## src/rtl/alu_issue_ctrl_pkg.sv

```systemverilog
// Shared definitions for the TotalALU command front end: function codes, FSM
// encoding, command record and code-classification helpers.
package alu_issue_ctrl_pkg;

  localparam logic [5:0] OpNop  = 6'd0;
  localparam logic [5:0] OpSrl  = 6'd2;
  localparam logic [5:0] OpMfhi = 6'd16;
  localparam logic [5:0] OpMflo = 6'd18;
  localparam logic [5:0] OpDivu = 6'd27;
  localparam logic [5:0] OpAdd  = 6'd32;
  localparam logic [5:0] OpSub  = 6'd34;
  localparam logic [5:0] OpAnd  = 6'd36;
  localparam logic [5:0] OpOr   = 6'd37;
  localparam logic [5:0] OpSlt  = 6'd42;

  typedef enum logic [1:0] {
    StIdle   = 2'd0,
    StExec   = 2'd1,
    StMuldiv = 2'd2,
    StResp   = 2'd3
  } state_t;

  // 70-bit FIFO entry.
  typedef struct packed {
    logic [31:0] a;
    logic [31:0] b;
    logic [5:0]  op;
  } cmd_t;

  function automatic logic is_supported(input logic [5:0] op);
    case (op)
      OpAnd, OpOr, OpAdd, OpSub, OpSlt, OpSrl, OpDivu, OpMfhi, OpMflo: return 1'b1;
      default: return 1'b0;
    endcase
  endfunction

  function automatic logic is_muldiv(input logic [5:0] op);
    return op == OpDivu;
  endfunction

endpackage

```

## src/rtl/alu_cmd_fifo.sv

```systemverilog
// DEPTH-entry synchronous command FIFO with full/empty flags; the pointers
// carry one wrap bit so full and empty are distinguishable.
module alu_cmd_fifo
  import alu_issue_ctrl_pkg::*;
#(
  parameter int unsigned DEPTH = 4
) (
  input  logic clk,
  input  logic reset,
  input  logic push,
  input  cmd_t wdata,
  input  logic pop,
  output cmd_t rdata,
  output logic full,
  output logic empty
);

  localparam int unsigned AW = $clog2(DEPTH);

  cmd_t         mem [DEPTH];
  logic [AW:0]  wrPtrQ;
  logic [AW:0]  rdPtrQ;

  assign empty = (wrPtrQ == rdPtrQ);
  assign full  = (wrPtrQ[AW] != rdPtrQ[AW]) && (wrPtrQ[AW-1:0] == rdPtrQ[AW-1:0]);
  assign rdata = mem[rdPtrQ[AW-1:0]];

  always_ff @(posedge clk) begin
    if (reset) begin
      wrPtrQ <= '0;
      rdPtrQ <= '0;
    end else begin
      if (push && !full) begin
        mem[wrPtrQ[AW-1:0]] <= wdata;
        wrPtrQ              <= wrPtrQ + 1'b1;
      end
      if (pop && !empty) begin
        rdPtrQ <= rdPtrQ + 1'b1;
      end
    end
  end

endmodule

```

## src/rtl/alu_issue_ctrl.sv

```systemverilog
// In-order issue controller in front of TotalALU. Optional statistics counters
// are enabled with the ALU_ISSUE_STATS_EN macro.
module alu_issue_ctrl
  import alu_issue_ctrl_pkg::*;
#(
  parameter int unsigned DEPTH         = 4,
  parameter int unsigned MULDIV_CYCLES = 32
) (
  input  logic        clk,
  input  logic        reset,
  input  logic        cmd_valid,
  output logic        cmd_ready,
  input  logic [31:0] cmd_a,
  input  logic [31:0] cmd_b,
  input  logic [5:0]  cmd_op,
  output logic [31:0] alu_a,
  output logic [31:0] alu_b,
  output logic [5:0]  alu_signal,
  input  logic [31:0] alu_result,
  output logic        res_valid,
  input  logic        res_ready,
  output logic [31:0] res_data,
  output logic        res_err,
  output logic        busy
`ifdef ALU_ISSUE_STATS_EN
  ,
  output logic [31:0] stat_issued,
  output logic [31:0] stat_stall
`endif
);

  localparam int unsigned CntW = (MULDIV_CYCLES > 1) ? $clog2(MULDIV_CYCLES) : 1;

  state_t          stateQ;
  logic [CntW-1:0] countQ;
  logic [31:0]     aluAQ;
  logic [31:0]     aluBQ;
  logic [5:0]      aluSignalQ;
  logic            resValidQ;
  logic [31:0]     resDataQ;
  logic            resErrQ;

  cmd_t headCmd;
  cmd_t newCmd;
  logic fifoFull;
  logic fifoEmpty;
  logic fifoPop;

  assign newCmd  = '{a: cmd_a, b: cmd_b, op: cmd_op};
  assign fifoPop = (stateQ == StExec) || ((stateQ == StMuldiv) && (countQ == '0));

  alu_cmd_fifo #(
    .DEPTH(DEPTH)
  ) uFifo (
    .clk  (clk),
    .reset(reset),
    .push (cmd_valid),
    .wdata(newCmd),
    .pop  (fifoPop),
    .rdata(headCmd),
    .full (fifoFull),
    .empty(fifoEmpty)
  );

  always_ff @(posedge clk) begin
    if (reset) begin
      stateQ     <= StIdle;
      countQ     <= '0;
      aluAQ      <= '0;
      aluBQ      <= '0;
      aluSignalQ <= OpNop;
      resValidQ  <= 1'b0;
      resDataQ   <= '0;
      resErrQ    <= 1'b0;
    end else begin
      unique case (stateQ)
        StIdle: begin
          if (!fifoEmpty) begin
            if (is_muldiv(headCmd.op)) begin
              stateQ <= StMuldiv;
              countQ <= CntW'(MULDIV_CYCLES - 1);
            end else begin
              stateQ <= StExec;
            end
            // Unsupported codes still pass through EXEC, but with NOP on the bus.
            if (is_supported(headCmd.op)) begin
              aluAQ      <= headCmd.a;
              aluBQ      <= headCmd.b;
              aluSignalQ <= headCmd.op;
            end
          end
        end
        StExec: begin
          resDataQ   <= is_supported(headCmd.op) ? alu_result : '0;
          resErrQ    <= !is_supported(headCmd.op);
          resValidQ  <= 1'b1;
          aluAQ      <= '0;
          aluBQ      <= '0;
          aluSignalQ <= OpNop;
          stateQ     <= StResp;
        end
        StMuldiv: begin
          if (countQ == '0) begin
            resDataQ   <= '0;
            resErrQ    <= 1'b0;
            resValidQ  <= 1'b1;
            aluAQ      <= '0;
            aluBQ      <= '0;
            aluSignalQ <= OpNop;
            stateQ     <= StResp;
          end else begin
            countQ <= countQ - 1'b1;
          end
        end
        StResp: begin
          if (res_ready) begin
            resValidQ <= 1'b0;
            stateQ    <= StIdle;
          end
        end
        default: stateQ <= StIdle;
      endcase
    end
  end

  assign cmd_ready  = !fifoFull;
  assign alu_a      = aluAQ;
  assign alu_b      = aluBQ;
  assign alu_signal = aluSignalQ;
  assign res_valid  = resValidQ;
  assign res_data   = resDataQ;
  assign res_err    = resErrQ;
  assign busy       = (stateQ != StIdle) || !fifoEmpty;

`ifdef ALU_ISSUE_STATS_EN
  logic [31:0] statIssuedQ;
  logic [31:0] statStallQ;

  always_ff @(posedge clk) begin
    if (reset) begin
      statIssuedQ <= '0;
      statStallQ  <= '0;
    end else begin
      if (fifoPop) statIssuedQ <= statIssuedQ + 32'd1;
      if (cmd_valid && fifoFull) statStallQ <= statStallQ + 32'd1;
    end
  end

  assign stat_issued = statIssuedQ;
  assign stat_stall  = statStallQ;
`endif

endmodule

```

## config.mk

```make
export PLATFORM = sky130hd
export DESIGN_NAME = alu_issue_ctrl
export DESIGN_NICKNAME = d
export VERILOG_FILES = /design/src/rtl/alu_issue_ctrl_pkg.sv /design/src/rtl/alu_cmd_fifo.sv /design/src/rtl/alu_issue_ctrl.sv
export SDC_FILE = /design/constraint.sdc
export NUM_CORES = 1
export LEC_CHECK = 0
export CORE_UTILIZATION = 45
export CTS_CLUSTER_DIAMETER = 60
export DETAILED_ROUTE_END_ITERATION = 16
export HOLD_SLACK_MARGIN = 0.05
export PLACE_DENSITY = 0.78
export SYNTH_ARGS = -nofsm -noshare
export SYNTH_HDL_FRONTEND = slang
export SYNTH_SLANG_ARGS = --single-unit
```

## constraint.sdc

```tcl
create_clock -name clk -period 4.1 [get_ports clk]
set_input_delay 0.615 -clock clk [delete_from_list [all_inputs] [get_ports clk]]
set_output_delay 0.615 -clock clk [all_outputs]
set_load 0.02 [all_outputs]
```

**After elaboration in Yosys (flattened, before gate mapping)**

Memory sizes are Yosys's and may differ from the RTL's. A register that Yosys moved wholly into a read port is not among the register bits.
Cells that the tools add are included.

- Register bits after elaboration: 117
- Latch bits: 0
- Bits in writable memories: 280
- Memory bits (read-only): 0
- Input bits: 106
- Word-level logic and storage cells: 95
- Memories: 1

- $add $sub $neg: 3
- Multiply operators: 0
- Divide/modulo/power cells: 0
- $lt $le $gt $ge: 0
- Equal/unequal tests: 21
- Shift-type cells: 0
- Multiplexer cells: 38
- Bitwise logic cells: 0
- Reductions and logical operators: 22

Memories:

| memory | depth | bits a word | rd ports | clocked after memory_dff | wr ports | RTL line | text |
|---|---|---|---|---|---|---|---|
| uFifo.mem | 4 | 70 | 1 | 1 | 1 | alu_cmd_fifo.sv:20 | `cmd_t mem [DEPTH];` |

Operator list:

| operator | count |
|---|---|
| two-way mux 32 bit | 6 |
| one-hot mux 32 bit (3 select lines) | 2 |
| one-hot mux 32 bit (2 select lines) | 1 |
| == test 6 bit (second input constant) | 5 |
| == test 6 x 5 -> 1 bit (second input constant) | 3 |
| two-way mux 6 bit | 3 |
| one-hot mux 6 bit (3 select lines) | 1 |
| two-way mux 5 bit | 3 |
| two-way mux 1 bit | 12 |
| two-way mux 2 bit | 6 |
| inequality test 2 bit (second input constant) | 5 |
| one-hot mux 5 bit (2 select lines) | 1 |
| OR reduction 9 bit | 1 |
| one-hot mux 2 bit (4 select lines) | 1 |
| AND reduction 4 bit | 2 |
| adder 3 x 1 -> 3 bit (second input constant) | 2 |
| == test 6 x 2 -> 1 bit (second input constant) | 1 |
| AND reduction 3 bit | 2 |
| nonzero test 2 bit | 3 |
| nonzero test 3 bit | 2 |
| logical NOT 5 bit | 1 |
| subtractor 5 x 1 -> 5 bit (second input constant) | 1 |
| == test 2 bit (second input constant) | 2 |
| logical AND 1 bit | 4 |
| 11 further kinds | 14 |

**Longest topological paths before layout**

- Depth in word-level cells: 9
- Depth in mapped cells: 9
- Gate-level depth less buffers: 8

**Cells and area by module**

From an unflattened synthesis, not the netlist that was laid out.

- Cell total of the unflattened synthesis: 1228
- Area total of the unflattened synthesis: 17421.7 um2

By module, submodules not included:

| module | instances | cells an instance | area each (um2) | sequential area each (um2) |
|---|---|---|---|---|
| alu_cmd_fifo | 1 | 436 | 10712.8 | 8568.2 |
| alu_issue_ctrl | 1 | 792 | 6708.9 | 2222.1 |

**Least setup slack after synthesis**

No wires, ideal clock.

- Path kind: input to register
- Start point: input reset
- End point: memory uFifo.mem[0][0] (netlist name), enable pin
- Setup time: 0.436 ns
- Arrival time: 2.828 ns
- Data required time: 3.664 ns
- Setup slack: 0.836 ns
- Stages on the path: 4
- Path buffers: 2
- Cell sequence: clkbuf_1 -> clkbuf_1 -> nor2_1 -> and2_1

- Word-level cells in the longest chain between the ends: 2

Ends and longest elaborated chain:

| item | RTL line | text |
|---|---|---|
| start, declared | alu_issue_ctrl.sv:10 | `input logic reset,` |
| two-way mux 1 bit | alu_cmd_fifo.sv:29 | `if (reset) begin` |
| two-way mux 1 bit (implied by the code) | alu_cmd_fifo.sv:34 | `mem[wrPtrQ[AW-1:0]] <= wdata;` |
| end, declared | alu_cmd_fifo.sv:20 |  |

No other way between the ends.

==> flow_summary.ini <==
[power_and_ir_drop]
peakVddDrop_mv = 0.417
power_mw = 10.4
power_leakage_nw = 6.08
p_per_area_nw_per_um2 = 567

[floorplan]
start_util_pct = 45.6
num_io_pins = 212
die_w_um = 181
rows = 65
dieArea_um2 = 32600
core_region_area_um2 = 31500
die_h_um = 181

[cts]
cts.sinks = 399
path_clk_slew_ps = 60
cts_hold_buf = 0
htree_levels = 2
clockBufferDepth = 3
cts_buffers = 42
cts_tree = done
post_cts_buffers = 0
cts_resized = 0
ctsRootBufferMaster = clkbuf_16
clk_latency_ps = 540

[worst_setup_path]
cp_max_fo = 21
startpoint_type = flop
required_ps = 4580
cp.arrival_ps = 3650
end_kind = flop
crit_type = reg -> reg

[layout]
fin_util_pct = 58.4
drive_above_1_share_pct = 16.8
final_cells = 1410
synthToLayoutAreaGrowth_pct = 28.0
nNetsFinal = 1089
stdcell_area_um2 = 18400

[logic_synthesis]
yosysTopAreaCell = edfxtp_1
syn_inst = 743
avgSynthCellArea_um2 = 19.3
ys_seq_area_share_pct = 75.1
synth_top_area_share_pct = 58.5
synth.area.top_cells = edfxtp_1 59%, dfxtp_1 17%, mux4_2 11%, a22o_1 5.9%, ha_1 0.96%
synth_edf_count = 280
syn_nets = 860
syn_area_um2 = 14400
async_flop_share_pct = 0
ys_ff_latch = 399
synth_cell_types = 46
synth_top_flop_cell = edfxtp_1
yosysWarningCount = 0

[route]
detail_route.wl_per_cell_um = 20.8
vias = 7642
antenna_left = 0
drt-total-wl_mm = 29.4
via_per_inst = 5.42
drtIter0Drc = 429
drcViolationCount = 0
dr.pass1.iters = 4

[placed_design]
place_ws_ps = 869
port_buffers = 211
placedInstanceArea_um2 = 17000
place.gp.congestion = 0.818
post-place-cells = 1330
hpwl_mm = 17.8

[timing]
max-slew-margin-rel_pct = 49.4
drv_slew = 0
finalHoldViolations = 0
final.setup.worst_slack_ps = 934
fin_setup_tns_ps = 0
timing.final.crit_share_pct = 77.2
worst_slew_pin_slew_ps = 758
rsz0062_at_grt = no
whs_ps = 471
fin_skew_ps = 17.5
fmax_mhz = 316
fin_crit_ps = 3170
finalSetupViolations = 0

[min_path]
hold_path_class = reg -> reg

[global_routing]
grt_pass1_wl_mm = 45.7
antenna_found_initial = 3
grt_pass1_vias = 8075
grt.total_usage_pct = 18.2
grt_start_max_net_pins = 43
grt-ovfl-total = 0

[run_status]
outcome = complete, no violations

[job]
cap_violations = 0
-- cells in the mapped netlist (2+ instances only) --
| library cell | instances |
|---|---|
| nor3_1 | 4 |
| nand2b_1 | 13 |
| ha_1 | 11 |
| edfxtp_1 | 280 |
| and2_1 | 5 |
| inv_1 | 8 |
| a211oi_1 | 4 |
| clkbuf_1 | 23 |
| buf_2 | 12 |
| nand2_1 | 15 |
| nor2b_1 | 2 |
| nor4bb_1 | 2 |
| o21ai_0 | 3 |
| buf_6 | 4 |
| mux2i_1 | 7 |
| a21oi_1 | 9 |
| a311oi_1 | 3 |
| nor2_1 | 19 |
| dfxtp_1 | 119 |
| xnor2_1 | 5 |
| a22o_1 | 97 |
| xor2_1 | 2 |
| nand3_1 | 4 |
| mux4_2 | 70 |
-- flip-flops by register name, summed over array words and instances, names as in the netlist, named ones only --
register      count
uFifo.mem       280
stateQ            2
alu_signal        6
alu_b            32
res_err           1
uFifo.wrPtrQ      3
res_valid         1
alu_a            32
countQ            5
res_data         32
uFifo.rdPtrQ      3
-- cell type report --
type,instances,area (um2)
well taps,402,503
multi-input cells,295,3380
flip-flops and latches,399,10800
diodes,2,5.00
inverters,8,30.0
clock buffers,60,1220
clock inverters,18,171
fillers,2280,13100
repair buffers,226,2290
-- cell families after synthesis --
group / synth area share (%)
buffers and inverters: 1.62
XOR/XNOR: 0.427
adder cells (fa/ha/maj): 0.958
flip-flops: 75.1
multiplexers: 11.5
AND/OR/NAND/NOR: 2.83
AO/OA/AOI/OAI: 7.60
-- where the power goes --
group          leakage, nW  switching (mW)  total, mW  internal [mW]
clock                0.683            1.54       3.75           2.22
sequential            3.51           0.157       4.70           4.54
combinational         1.89            1.01       1.97          0.956
-- worst paths after layout --
check	startpoint	endpoint	slack [ps]	cells past startpoint
worst max-delay path	flop	alu_a[5]	930	7
worst min-delay path	res_data[17]	res_data[17]	470	1
worst min register to register	res_data[17]	res_data[17]	470	1
worst max register to register	flop	alu_a[5]	930	7
-- cell usage in the layout (no fill, tap or decap), types with 8 or more instances in the layout --
master / count
dfxtp_1: 117
nand2_1: 15
edfxtp_1: 280
nor2_1: 19
ha_1: 11
clkbuf_8: 8
clkdlybuf4s50_1: 211
a22o_1: 97
inv_1: 8
nand2b_1: 13
buf_4: 10
clkbuf_16: 43
clkbuf_1: 9
mux4_2: 70
-- critical path, stage by stage, from the launching register on --
cell and delay, ps:
dfxtp_4 540, mux4_2 650, o21ba_2 250, a211oi_2 210
o221ai_2 170, a21oi_4 660, buf_4 400, a22o_1 200
-- layer usage --
layer  global-route usage [%]  part of all wire, %  vias up
met4                     6.32                  2.5        2
met3                     5.21                  7.3       48
met5                        0                0.037        -
li1                         -                    -     3485
met2                     30.3                   49      259
met1                     22.8                   41     3848
No activity file was read; power rests on OpenSTA's default activity.
